## src/rtl/program_counter.sv

```systemverilog
// program_counter
//   Architectural PC register sitting after the branch/immediate mux. Holds the
//   current fetch address, runs a req/ack fetch handshake to instruction BRAM,
//   and advances by +1 or loads the mux result when the control unit asks.
//   A fetch that is never acknowledged within FETCH_TMO cycles parks the block
//   in a terminal fault state that only reset leaves.
//   Optional feature: define PC_RETURN_STACK_EN to add a circular call/return
//   stack (rs_push / rs_pop / rs_uflow) of RS_DEPTH entries.
module program_counter #(
    parameter int              AW           = 10,
    parameter logic [AW-1:0]   RESET_VECTOR = '0,
    parameter int              FETCH_TMO    = 15
`ifdef PC_RETURN_STACK_EN
    ,
    parameter int              RS_DEPTH     = 4
`endif
) (
    input  logic          clk,
    input  logic          rst_n,
    input  logic [AW-1:0] pc_in,
    input  logic          pc_load,
    input  logic          pc_inc,
    input  logic          stall,
    input  logic          fetch_ack,
`ifdef PC_RETURN_STACK_EN
    input  logic          rs_push,
    input  logic          rs_pop,
    output logic          rs_uflow,
`endif
    output logic          fetch_req,
    output logic [AW-1:0] fetch_addr,
    output logic [AW-1:0] pc_out,
    output logic          busy,
    output logic          wrap,
    output logic          fault
);

    typedef enum logic [1:0] {
        S_IDLE,
        S_FETCH,
        S_EXEC,
        S_FAULT
    } state_t;

    // Last count value that is still tolerated before the fetch is declared lost.
    localparam logic [7:0] TMO_LAST = 8'(FETCH_TMO - 1);

    state_t        state_q, state_d;
    logic [AW-1:0] pc_q, pc_d;
    logic [AW-1:0] pc_plus1;
    logic [7:0]    tmo_q, tmo_d;
    logic          fault_q, fault_d;
    logic          wrap_q, wrap_d;

    assign pc_plus1 = pc_q + AW'(1);

`ifdef PC_RETURN_STACK_EN
    localparam int            PW       = (RS_DEPTH > 1) ? $clog2(RS_DEPTH) : 1;
    localparam int            CW       = $clog2(RS_DEPTH + 1);
    localparam logic [PW-1:0] LAST_IDX = PW'(RS_DEPTH - 1);
    localparam logic [CW-1:0] FULL_CNT = CW'(RS_DEPTH);

    // sp_q is the next slot to write; the top of stack sits just below it.
    logic [AW-1:0] rs_mem [RS_DEPTH];
    logic [PW-1:0] sp_q, sp_d, top_idx, next_idx;
    logic [CW-1:0] cnt_q, cnt_d;
    logic          rs_we;
    logic          rs_uflow_q, rs_uflow_d;

    assign top_idx  = (sp_q == '0) ? LAST_IDX : sp_q - PW'(1);
    assign next_idx = (sp_q == LAST_IDX) ? '0 : sp_q + PW'(1);
`endif

    // Next-state, next-PC and handshake bookkeeping.
    always_comb begin
        // NOTE: every signal driven here gets a default first so no path can
        // leave it unassigned and infer a latch.
        state_d = state_q;
        pc_d    = pc_q;
        tmo_d   = tmo_q;
        fault_d = fault_q;
        wrap_d  = 1'b0;
`ifdef PC_RETURN_STACK_EN
        sp_d       = sp_q;
        cnt_d      = cnt_q;
        rs_we      = 1'b0;
        rs_uflow_d = 1'b0;
`endif
        case (state_q)
            S_IDLE: state_d = S_FETCH;

            S_FETCH: begin
                if (fetch_ack) begin
                    state_d = S_EXEC;
                    tmo_d   = '0;
                end else if (tmo_q == TMO_LAST) begin
                    state_d = S_FAULT;
                    fault_d = 1'b1;
                    tmo_d   = '0;
                end else begin
                    tmo_d = tmo_q + 8'd1;
                end
            end

            S_EXEC: begin
                if (!stall) begin
`ifdef PC_RETURN_STACK_EN
                    if (rs_pop) begin
                        state_d = S_FETCH;
                        if (cnt_q == '0) begin
                            pc_d       = RESET_VECTOR;
                            rs_uflow_d = 1'b1;
                        end else begin
                            pc_d  = rs_mem[top_idx];
                            sp_d  = top_idx;
                            cnt_d = cnt_q - CW'(1);
                        end
                    end else if (rs_push) begin
                        // Full stack: the write lands on the oldest slot.
                        state_d = S_FETCH;
                        pc_d    = pc_in;
                        rs_we   = 1'b1;
                        sp_d    = next_idx;
                        cnt_d   = (cnt_q == FULL_CNT) ? cnt_q : cnt_q + CW'(1);
                    end else
`endif
                    if (pc_load) begin
                        state_d = S_FETCH;
                        pc_d    = pc_in;
                    end else if (pc_inc) begin
                        state_d = S_FETCH;
                        pc_d    = pc_plus1;
                        wrap_d  = (pc_q == '1);
                    end
                end
            end

            S_FAULT: state_d = S_FAULT;

            default: state_d = S_IDLE;
        endcase
    end

    // Architectural state registers.
    always_ff @(posedge clk or negedge rst_n) begin
        // NOTE: sequential state uses non-blocking assignments so every
        // register samples the pre-edge values of its inputs.
        if (!rst_n) begin
            state_q <= S_IDLE;
            pc_q    <= RESET_VECTOR;
            tmo_q   <= '0;
            fault_q <= 1'b0;
            wrap_q  <= 1'b0;
        end else begin
            state_q <= state_d;
            pc_q    <= pc_d;
            tmo_q   <= tmo_d;
            fault_q <= fault_d;
            wrap_q  <= wrap_d;
        end
    end

`ifdef PC_RETURN_STACK_EN
    // Stack pointer, occupancy and underflow pulse.
    always_ff @(posedge clk or negedge rst_n) begin
        if (!rst_n) begin
            sp_q       <= '0;
            cnt_q      <= '0;
            rs_uflow_q <= 1'b0;
        end else begin
            sp_q       <= sp_d;
            cnt_q      <= cnt_d;
            rs_uflow_q <= rs_uflow_d;
        end
    end

    // Return-address storage.
    always_ff @(posedge clk) begin
        // NOTE: the storage array is deliberately not reset; emptiness is
        // tracked by cnt_q, so stale contents are never read.
        if (rs_we) rs_mem[sp_q] <= pc_plus1;
    end

    assign rs_uflow = rs_uflow_q;
`endif

    // fetch_req/busy decode straight from state so an async reset drops them at once.
    assign fetch_req  = (state_q == S_FETCH);
    assign busy       = (state_q == S_FETCH);
    assign fetch_addr = pc_q;
    assign pc_out     = pc_q;
    assign wrap       = wrap_q;
    assign fault      = fault_q;

endmodule
```

## config.mk

```make
export PLATFORM = sky130hd
export DESIGN_NAME = program_counter
export DESIGN_NICKNAME = d
export VERILOG_FILES = /design/src/rtl/program_counter.sv
export SDC_FILE = /design/constraint.sdc
export NUM_CORES = 1
export LEC_CHECK = 0
export ABC_AREA = 1
export BUFFER_PORTS_ARGS = -buffer_cell sky130_fd_sc_hd__buf_2
export CAP_MARGIN = 30
export CORE_MARGIN = 4
export CORE_UTILIZATION = 40
export CTS_BUF_LIST = sky130_fd_sc_hd__clkbuf_2 sky130_fd_sc_hd__clkbuf_4 sky130_fd_sc_hd__clkbuf_8
export CTS_CLUSTER_SIZE = 25
export DETAILED_ROUTE_END_ITERATION = 7
export SLEW_MARGIN = 20
export SYNTH_ARGS = -nofsm -noshare
export SYNTH_HDL_FRONTEND = slang
export SYNTH_SLANG_ARGS = --single-unit
```

## constraint.sdc

```tcl
create_clock -name clk -period 2.1 [get_ports clk]
set_clock_uncertainty 0.1 [all_clocks]
set_input_delay 0.21 -clock clk [delete_from_list [all_inputs] [get_ports clk]]
set_output_delay 0.21 -clock clk [all_outputs]
set_load 0.005 [all_outputs]
```

==> metrics <==
CP max FO=12; launch point of the worst path=state_q[0]; Req. time, crit path=between 2 and 2.5 ns; GR Util All Layers=between 15 and 20%; Layout fillers=approximately 400; drt drc=0; Antenna Violating Nets Remaining=0; setup ws final=roughly 0.54 ns; CTS Buf Count=3; Clock Path Buffers=2; Pwr per Cell Area=about 1200 nW/µm²; Final Critical Period=approximately 1.6 ns; ANT cells=0; crit share post-route=around three quarters; CTS tree=done; Max IR drop VDD=around 630 µV; RSZ-0062 raised after global routing=false; endpoints failing setup=0; Mean Syn Cell Area=7.14 µm²; I/O Buffers=39; Layout Area Growth over Synthesis=15.0%; first-pass GRT wire length=about 5400 µm; worst relative slew slack=66.0%; Hold Crit Class=in2reg; post-synthesis cell count=slightly below 200; root buffer cell=clkbuf_4; Max Fclk=643 MHz; Crit. End Element=flop; H-tree depth=1; Critical Path, Cell by Cell=inv_1 > nand2_1 > nor2_2 > o21ai_0 > o21ai_0; Worst Hold Depth=3; GP Congestion=between 0.8 and 0.9; mapped cell area=1400 µm²; die footprint=4510 µm²; status=completed; final WL=around 3000 µm; Sink Count=22; Worst Tran Pin Value=~0.5 ns; Storage cell area=between 500 and 600 µm²; num rows=21; drt wl/cell=roughly 11 µm; Worst R2R Setup Slack=0.54 ns; layout cells sized above 1=between 20% and 30%; number of global-route vias before repair=between 1000 and 1500; worst reg2reg endpoint=fetch_addr[4]; DPL Wire Length=about 2300 µm; via count=between 1000 and 1500; via/cell ratio=between 4 and 5; Crit path arrival time=~1.7 ns; core region area=3360 µm²; Post-CTS Setup Repair Bufs=0; Synth cell types=26; drt pass-1 iters=4; Die Span Y=~67 µm; post-CTS sizing=0; worst skew pair latency=0.31 ns; max-slew violations=0; most used cell, CP=o21ai_0; IO Pins=40; NumNets Final=248; WS Path Type=reg2reg; total global routing overflow=0; crit-path max cell delay=0.42 ns; Multi-input gate area=~660 µm²; Die W=around 67 µm; starting density of the core=41.6%; CP Launch Type=flop; Fin. Hold Viols=0; Setup WS pre-CTS=between 0.5 and 0.6 ns; worst hold margin=0.0436 ns; reg-to-reg startpoint=state_q[0]; Seq cells post-synth=22; maxcap violations=0; largest net degree at the start of global routing=23; slowest CP cell=nor2_2; Setup crit end=fetch_addr[4]; Hold Buf Count CTS=2; Initial DRC Count=60; r2r worst-path depth=5; initial antenna violation count=0; leakage=0.000846 µW; post-synthesis net count=215; sequential area share after synthesis=between 30% and 40%; Reg clk slew, reported paths=between 0.1 and 0.15 ns; setup TNS=0 ns; Yosys Warn Count=0
==> synthesized netlist by cell type (all sizes together) <==
cell type / number / area (µm²)
clkinv: 1 / 3.75
or2: 1 / 6.26
a21o: 1 / 7.51
inv: 22 / 82.6
nand2: 58 / 220
o21ai: 16 / 87.6
nand3: 14 / 70.1
a21oi: 5 / 25.0
xnor2: 1 / 8.76
ha: 3 / 37.5
a31oi: 1 / 6.26
dfrtp: 22 / 551
nor2: 26 / 120
nor3: 4 / 20.0
nand4: 1 / 6.26
buf: 13 / 98.8
xor2: 2 / 17.5
o22ai: 5 / 31.3
==> worst max-delay path: cells and delay by family, from the launching register on <==
kind	cells	cell delay, ns
compound gates	2	0.35
buf+inv	1	0.12
flops	1	0.38
simple gates	2	0.55
==> how the worst min path moves through the flow <==
stage	end	slack, ns	startpoint
global route	fetch_addr[1]	0.05	pc_in[1]
detailed placement	fetch_addr[0]	0.12	rst_n
floorplan	fault	-0.19	rst_n
global placement	tmo_q[4]	0.12	rst_n
finish	fetch_addr[1]	0.04	pc_in[1]
CTS	fetch_addr[1]	0.03	pc_in[1]
==> cell type report <==
| class | instances | share of cell area [%] |
|---|---|---|
| clock buffers | 4 | 2.25 |
| inverters | 23 | 5.36 |
| multi-input cells | 138 | 41.3 |
| flip-flops and latches | 22 | 34.2 |
| well taps | 46 | 3.57 |
| repair buffers | 41 | 13.4 |
==> placed cells by master, fill, tap and decap left out <==
cell / n
a21o_1: 1
a21oi_1: 5
a31oi_1: 1
buf_2: 39
clkbuf_4: 3
clkbuf_8: 1
clkinv_1: 1
dfrtp_1: 22
dlygate4sd3_1: 2
ha_1: 3
inv_1: 20
inv_2: 2
nand2_1: 57
nand2_2: 1
nand3_1: 14
nand4_1: 1
nor2_1: 21
nor2_2: 3
nor2_4: 2
nor3_1: 4
o21ai_0: 10
o21ai_1: 4
o21ai_2: 2
o22ai_1: 5
or2_2: 1
xnor2_1: 1
xor2_1: 2
==> routing by layer <==
layer	vias to the layer above	global-route usage, %	routed length (µm)
li1	676	-	-
met1	546	21.7	1500
met2	32	24.3	1300
met3	2	4.33	221
met4	0	3.04	18
met5	-	0	0
==> stage by stage <==
stage	power [µW]	utilization [%]	area, µm²	instances
3_3_place_gp	1650	46.2	1550	268
6_report	1870	47.9	1610	274
4_1_cts	1900	47.9	1610	274
3_5_place_dp	1650	46.2	1550	268
5_1_grt	2090	47.9	1610	274
2_1_floorplan	1440	-	1400	196
==> cell families (layout without fill, tap and decap cells) <==
kind of cell | Yosys count | count (layout) | share of synthesized area, %
flops | 22 | 22 | 39.3
buf+inv | 36 | 68 | 13.2
fa+ha+maj | 3 | 3 | 2.68
compound gates | 28 | 28 | 11.3
xor+xnor | 3 | 3 | 1.88
simple gates | 104 | 104 | 31.6
==> power breakdown <==
part	internal, µW	switching [µW]
registers	594	220
logic	364	457
clock network	106	132
total	1060	809
==> state kept, by name, summed over array words and instances, names as in the netlist <==
name and cells:
fault 1, fetch_addr 10, state_q 2, tmo_q 8, wrap 1
Power figures use the tool's default switching activity.
